### src/rtl/tc_add_arb.sv
// rtl/tc_add_arb.sv - round-robin arbiter sharing one FP adder pipe, with in-order ID FIFO response steering
// Optional perf counters (perf_issue_o, perf_stall_o) when TC_ADD_ARB_PERF_EN is defined.
module tc_add_arb #(
   parameter int NUM_REQ    = 4,
   parameter int IDW        = 2,
   parameter int EXPWIDTH   = 5,
   parameter int PRECISION  = 11,
   parameter int FIFO_DEPTH = 4,
   localparam int FW        = EXPWIDTH + PRECISION
) (
   input  logic                 clk,
   input  logic                 rst_n,
   input  logic [NUM_REQ-1:0]   req_valid_i,
   output logic [NUM_REQ-1:0]   req_ready_o,
   input  logic [NUM_REQ*FW-1:0] req_a_i,
   input  logic [NUM_REQ*FW-1:0] req_b_i,
   input  logic [NUM_REQ*3-1:0] req_rm_i,
   output logic                 pipe_in_valid_o,
   input  logic                 pipe_in_ready_i,
   output logic [FW-1:0]        pipe_a_o,
   output logic [FW-1:0]        pipe_b_o,
   output logic [2:0]           pipe_rm_o,
   input  logic                 pipe_out_valid_i,
   output logic                 pipe_out_ready_o,
   input  logic [FW-1:0]        pipe_result_i,
   input  logic [4:0]           pipe_fflags_i,
   output logic [NUM_REQ-1:0]   rsp_valid_o,
   input  logic [NUM_REQ-1:0]   rsp_ready_i,
   output logic [FW-1:0]        rsp_result_o,
   output logic [4:0]           rsp_fflags_o,
`ifdef TC_ADD_ARB_PERF_EN
   output logic [31:0]          perf_issue_o,
   output logic [31:0]          perf_stall_o,
`endif
   output logic                 err_o
);

   localparam int PW = $clog2(FIFO_DEPTH);

   logic [IDW-1:0]     rr_ptr;
   logic [IDW-1:0]     gnt_idx;
   logic [IDW-1:0]     head;
   logic [IDW-1:0]     id_mem [FIFO_DEPTH];
   logic [PW-1:0]      wr_ptr;
   logic [PW-1:0]      rd_ptr;
   logic [PW:0]        count;
   logic [NUM_REQ-1:0] gnt_oh;
   logic [NUM_REQ-1:0] head_oh;
   logic               any_valid;
   logic               gnt_active;
   logic               fifo_full;
   logic               fifo_empty;
   logic               push;
   logic               pop;

   assign any_valid  = |req_valid_i;
   assign gnt_active = rst_n && any_valid;
   assign fifo_full  = (count == (PW+1)'(FIFO_DEPTH));
   assign fifo_empty = (count == '0);

   // Cyclic search starting just after the last winner.
   always_comb begin
      int             cand;
      logic           found;
      logic [IDW-1:0] cand_idx;
      cand     = 0;
      cand_idx = '0;
      found    = 1'b0;
      gnt_idx  = '0;
      for (int k = 1; k <= NUM_REQ; k++) begin
         cand     = (int'(rr_ptr) + k) % NUM_REQ;
         cand_idx = IDW'(cand);
         if (!found && req_valid_i[cand_idx]) begin
            found   = 1'b1;
            gnt_idx = cand_idx;
         end
      end
   end

   assign gnt_oh          = NUM_REQ'(1) << gnt_idx;
   assign pipe_in_valid_o = gnt_active && !fifo_full;
   assign req_ready_o     = (gnt_active && pipe_in_ready_i && !fifo_full) ? gnt_oh : '0;
   assign pipe_a_o        = gnt_active ? req_a_i[int'(gnt_idx)*FW +: FW] : '0;
   assign pipe_b_o        = gnt_active ? req_b_i[int'(gnt_idx)*FW +: FW] : '0;
   assign pipe_rm_o       = gnt_active ? req_rm_i[int'(gnt_idx)*3 +: 3] : '0;

   assign head             = id_mem[rd_ptr];
   assign head_oh          = NUM_REQ'(1) << head;
   assign rsp_valid_o      = (rst_n && pipe_out_valid_i && !fifo_empty) ? head_oh : '0;
   assign pipe_out_ready_o = rst_n && !fifo_empty && rsp_ready_i[head];
   assign rsp_result_o     = pipe_result_i;
   assign rsp_fflags_o     = pipe_fflags_i;

   assign push = pipe_in_valid_o && pipe_in_ready_i;
   assign pop  = pipe_out_valid_i && pipe_out_ready_o;

   always_ff @(posedge clk or negedge rst_n) begin
      if (!rst_n) begin
         rr_ptr <= IDW'(NUM_REQ-1);
         wr_ptr <= '0;
         rd_ptr <= '0;
         count  <= '0;
         err_o  <= 1'b0;
         for (int i = 0; i < FIFO_DEPTH; i++) id_mem[i] <= '0;
      end else begin
         if (push) begin
            id_mem[wr_ptr] <= gnt_idx;
            wr_ptr         <= wr_ptr + PW'(1);
            rr_ptr         <= gnt_idx;
         end
         if (pop) rd_ptr <= rd_ptr + PW'(1);
         if (push && !pop)      count <= count + (PW+1)'(1);
         else if (pop && !push) count <= count - (PW+1)'(1);
         // A result with no owner is dropped and flagged until reset.
         if (pipe_out_valid_i && fifo_empty) err_o <= 1'b1;
      end
   end

`ifdef TC_ADD_ARB_PERF_EN
   logic stall;
   assign stall = any_valid && !(pipe_in_ready_i && !fifo_full);

   always_ff @(posedge clk or negedge rst_n) begin
      if (!rst_n) begin
         perf_issue_o <= '0;
         perf_stall_o <= '0;
      end else begin
         if (push && perf_issue_o != 32'hFFFF_FFFF)  perf_issue_o <= perf_issue_o + 32'd1;
         if (stall && perf_stall_o != 32'hFFFF_FFFF) perf_stall_o <= perf_stall_o + 32'd1;
      end
   end
`endif

endmodule

### config.mk
export PLATFORM = sky130hd
export DESIGN_NAME = tc_add_arb
export DESIGN_NICKNAME = d
export VERILOG_FILES = /design/src/rtl/tc_add_arb.sv
export SDC_FILE = /design/constraint.sdc
export NUM_CORES = 1
export LEC_CHECK = 0
export BUFFER_PORTS_ARGS = -buffer_cell sky130_fd_sc_hd__buf_2
export CORE_AREA = 2 2 92 94
export DETAILED_ROUTE_END_ITERATION = 7
export DIE_AREA = 0 0 94 96
export PLACE_DENSITY_LB_ADDON = 0.15
export SLEW_MARGIN = 25
export SYNTH_ARGS = -nofsm -noshare
export SYNTH_HDL_FRONTEND = slang
export SYNTH_SLANG_ARGS = --single-unit
### constraint.sdc
create_clock -name clk -period 5.13 [get_ports clk]
set_input_delay 0.2565 -clock clk [delete_from_list [all_inputs] [get_ports clk]]
set_output_delay 0.2565 -clock clk [all_outputs]
set_load 0.02 [all_outputs]
==> impl_metrics.csv <==
group,metric,value,unit
critical_path,crit_top_cell,"xor2_1",
power,leakagePower,0.00185,uW
sta,hold_viol_final,0,
sta,worst_pin_slew,0.687,ns
placement,post-place-ws,2.21,ns
floorplan,fp.dieH,96,um
sta,fin_skew,0.00180,ns
grt,antenna_found_initial,0,
drt,drt-pass1-iter-count,4,
sta,finalSetupViolations,0,
critical_path,ff2ff_path_depth,8,
final_layout,n_antenna_cell,0,
drt,wl_per_cell,16.4,um
floorplan,io_pins,240,
placement,gp_congestion,0.799,
final_layout,fillers,867,
synth,synth_top_family_by_area,"multiplexers",
clock_tree,h-tree-depth,1,
synth,ys.flop_type,"dfrtp_1",
hold_path,min_path_cells,2,
clock_tree,cts_root_buf,"clkbuf_8",
critical_path,required,5.30,ns
critical_path,worst_ep_arrival_time,3.39,ns
floorplan,core_area,8050,um2
hold_path,hold_start,"pipe_out_valid_i",
drt,drc,0,
floorplan,dieArea,9020,um2
clock_tree,cts_tree,"built",
critical_path,cp.buffers_inverters,3,
critical_path,reg2reg_slack,2.52,ns
drt,drt_iter0_markers,96,
sta,fmax,0.311,GHz
synth,netlist-cell-type-count,40,
critical_path,endpoint_kind,"flip-flop",
synth,syn_area,2270,um2
synth,synthMuxAreaShare,0.394,
synth,yosys.area_share.adder,0.0364,
critical_path,reg2reg_to,"count[1]$_DFFE_PN0P_",
critical_path,slowest_stage,"and2_1",
placement,port_buffers,197,
critical_path,r2r_start,"rd_ptr[0]$_DFFE_PN0P_",
final_layout,layout_common_cells,"buf_2 (197), mux2i_1 (73), o22ai_1 (34), dfrtp_1 (16)",
final_layout,layout.nets,584,
grt,gr-total-overflow,0,
clock_tree,clockBufferDepth,2,
critical_path,critPathMaxFanout,21,
clock_tree,clk_pin_slew_worst_paths,0.07,ns
synth,synth_edf_count,0,
synth,synth-seq-cells,18,
sta,grt_setup_unrepaired,"false",
power,max-vdd-ir-drop,178,uV
clock_tree,cts.repair.resized,0,
drt,via_per_inst,4.69,
critical_path,critPathMaxStageDelay,0.58,ns
status,status,"finished clean",
synth,syn_avg_cell_area,9.54,um2
clock_tree,cts_buffers,3,
sta,tns,0,ns
final_layout,multi_input_comb_area,1520,um2
clock_tree,cts.sink_count,18,
synth,synth-xor-area-share,0.0265,
synth,ys_warn_count,0,
synth,ys_async_sr_fraction,1.00,
clock_tree,cts_setup_buffers,0,
hold_path,hp-class,"input pin to flip-flop",
synth,synthCells,238,
drt,wl,8330,um
drt,drtAntennaViolNets,0,
placement,dpl.hpwl,6790,um
sta,fin_ws,1.92,ns
sta,max_slew_margin,0.540,
final_layout,layout_commonest_cell,"buf_2",
drt,num_vias,2389,
grt,grt_max_degree,65,
clock_tree,postCtsHoldBufs,1,
hold_path,hold-path-endpoint,"err_o$_DFFE_PN0P_",
critical_path,crit_path_start_kind,"input pin",
grt,grt_pass1_vias,2196,
sta,worst_hold_slack,0.222,ns
floorplan,dieWidth,94,um
final_layout,area_growth_syn_to_layout,41.5,%
synth,ys_seq_area_frac,0.200,
critical_path,critical_path_class,"input pin to flip-flop",
run,maxCapViolations,0,
sta,fin_crit,3.21,ns
synth,synthSimpleGateAreaFrac,0.0733,
critical_path,cp_top_family,"buffers and inverters",
sta,final.period_utilization,0.626,
critical_path,critical_path.cell_chain,"dlygate4sd3_1, buf_2, o41a_1, a21boi_1, and2_1, ha_1, inv_1, fa_1, xor2_1, nor2_1, xor2_1",
synth,synthesis.nets,417,
grt,track_usage,0.163,
power,p_per_area,433,nW/um2
grt,grt_pass1_wl,11400,um
sta,drv_slew,0,
synth,synth-compound-area-share,0.136,
floorplan,num_rows,33,
floorplan,initial_utilization,0.282,
clock_tree,clkLatencyLatePin,0.25,ns
final_layout,regArea,453,um2
final_layout,drive_gt1_frac,0.537,
==> cell usage after synthesis (all sizes together), types with 3 or more instances <==
| cell | instances | share of area |
|---|---|---|
| buf | 36 | 0.12 |
| clkbuf | 3 | 0.0050 |
| dfrtp | 16 | 0.18 |
| ha | 5 | 0.028 |
| inv | 5 | 0.0083 |
| mux2 | 9 | 0.045 |
| mux2i | 74 | 0.33 |
| nand2 | 12 | 0.024 |
| nand2b | 3 | 0.0083 |
| nor2 | 7 | 0.012 |
| o21ai | 4 | 0.0088 |
| o22ai | 35 | 0.099 |
| xnor2 | 4 | 0.019 |
==> power by group <==
group / internal [uW] / total, uW / switching (uW)
sequential: 219 / 279 / 59.5
combinational: 447 / 998 / 552
clock: 68.0 / 113 / 44.6
total: 734 / 1390 / 656
==> cell type report <==
cell class | instances | area share
inverters | 5 | 0.00584
well taps | 105 | 0.0409
flip-flops and latches | 18 | 0.141
repair buffers | 201 | 0.321
clock buffers | 4 | 0.0171
multi-input cells | 176 | 0.474
==> worst reg2reg max path, delay by kind of cell, from the launching register on <==
family | cells | cell delay (ns)
and+or+nand+nor | 1 | 0.12
muxes | 4 | 1.24
adders and majority gates | 2 | 0.63
DFF | 1 | 0.44
buffers and inverters | 1 | 0.08
==> cell families after synthesis <==
family,count (synthesis)
multiplexers,85
AO/OA/AOI/OAI,47
buffers and inverters,44
AND/OR/NAND/NOR,32
flip-flops,18
XOR/XNOR,6
adder cells (fa/ha/maj),6
==> metrics by stage <==
| stage | power, uW | cell area [um2] | util | cells |
|---|---|---|---|---|
| 3_3_place_gp | 1280 | 3150 | 0.391 | 504 |
| 2_1_floorplan | 1060 | 2270 | - | 238 |
| 5_1_grt | 1490 | 3210 | 0.399 | 509 |
| 4_1_cts | 1410 | 3210 | 0.399 | 509 |
| 3_5_place_dp | 1290 | 3150 | 0.391 | 504 |
| 6_report | 1390 | 3210 | 0.399 | 509 |
==> worst max path at each step <==
stage | depth (start not counted) | end | startpoint | slack, ns
2_1_floorplan | 8 | count[1]$_DFFE_PN0P_ | rd_ptr[0]$_DFFE_PN0P_ | 2.69
3_3_place_gp | 10 | count[2]$_DFFE_PN0P_ | rst_n | 2.27
3_5_place_dp | 10 | count[2]$_DFFE_PN0P_ | rst_n | 2.21
4_1_cts | 11 | count[2]$_DFFE_PN0P_ | rst_n | 1.90
5_1_grt | 11 | count[2]$_DFFE_PN0P_ | rst_n | 1.61
6_report | 11 | count[2]$_DFFE_PN0P_ | rst_n | 1.92
==> per-layer routing <==
metal / track usage / routed length, um / part of all wire
met5: 0 / 0 / 0
met4: 0.0242 / 61 / 0.0073
met3: 0.0720 / 938 / 0.11
met2: 0.274 / 4180 / 0.50
met1: 0.196 / 3150 / 0.38
==> registers in the layout, indices dropped and copies added (netlist names) <==
| name | cells |
|---|---|
| wr_ptr | 2 |
| rr_ptr | 2 |
| count | 3 |
| err_o | 1 |
| rd_ptr | 2 |
| id_mem | 8 |
Power figures use the tool's default switching activity.
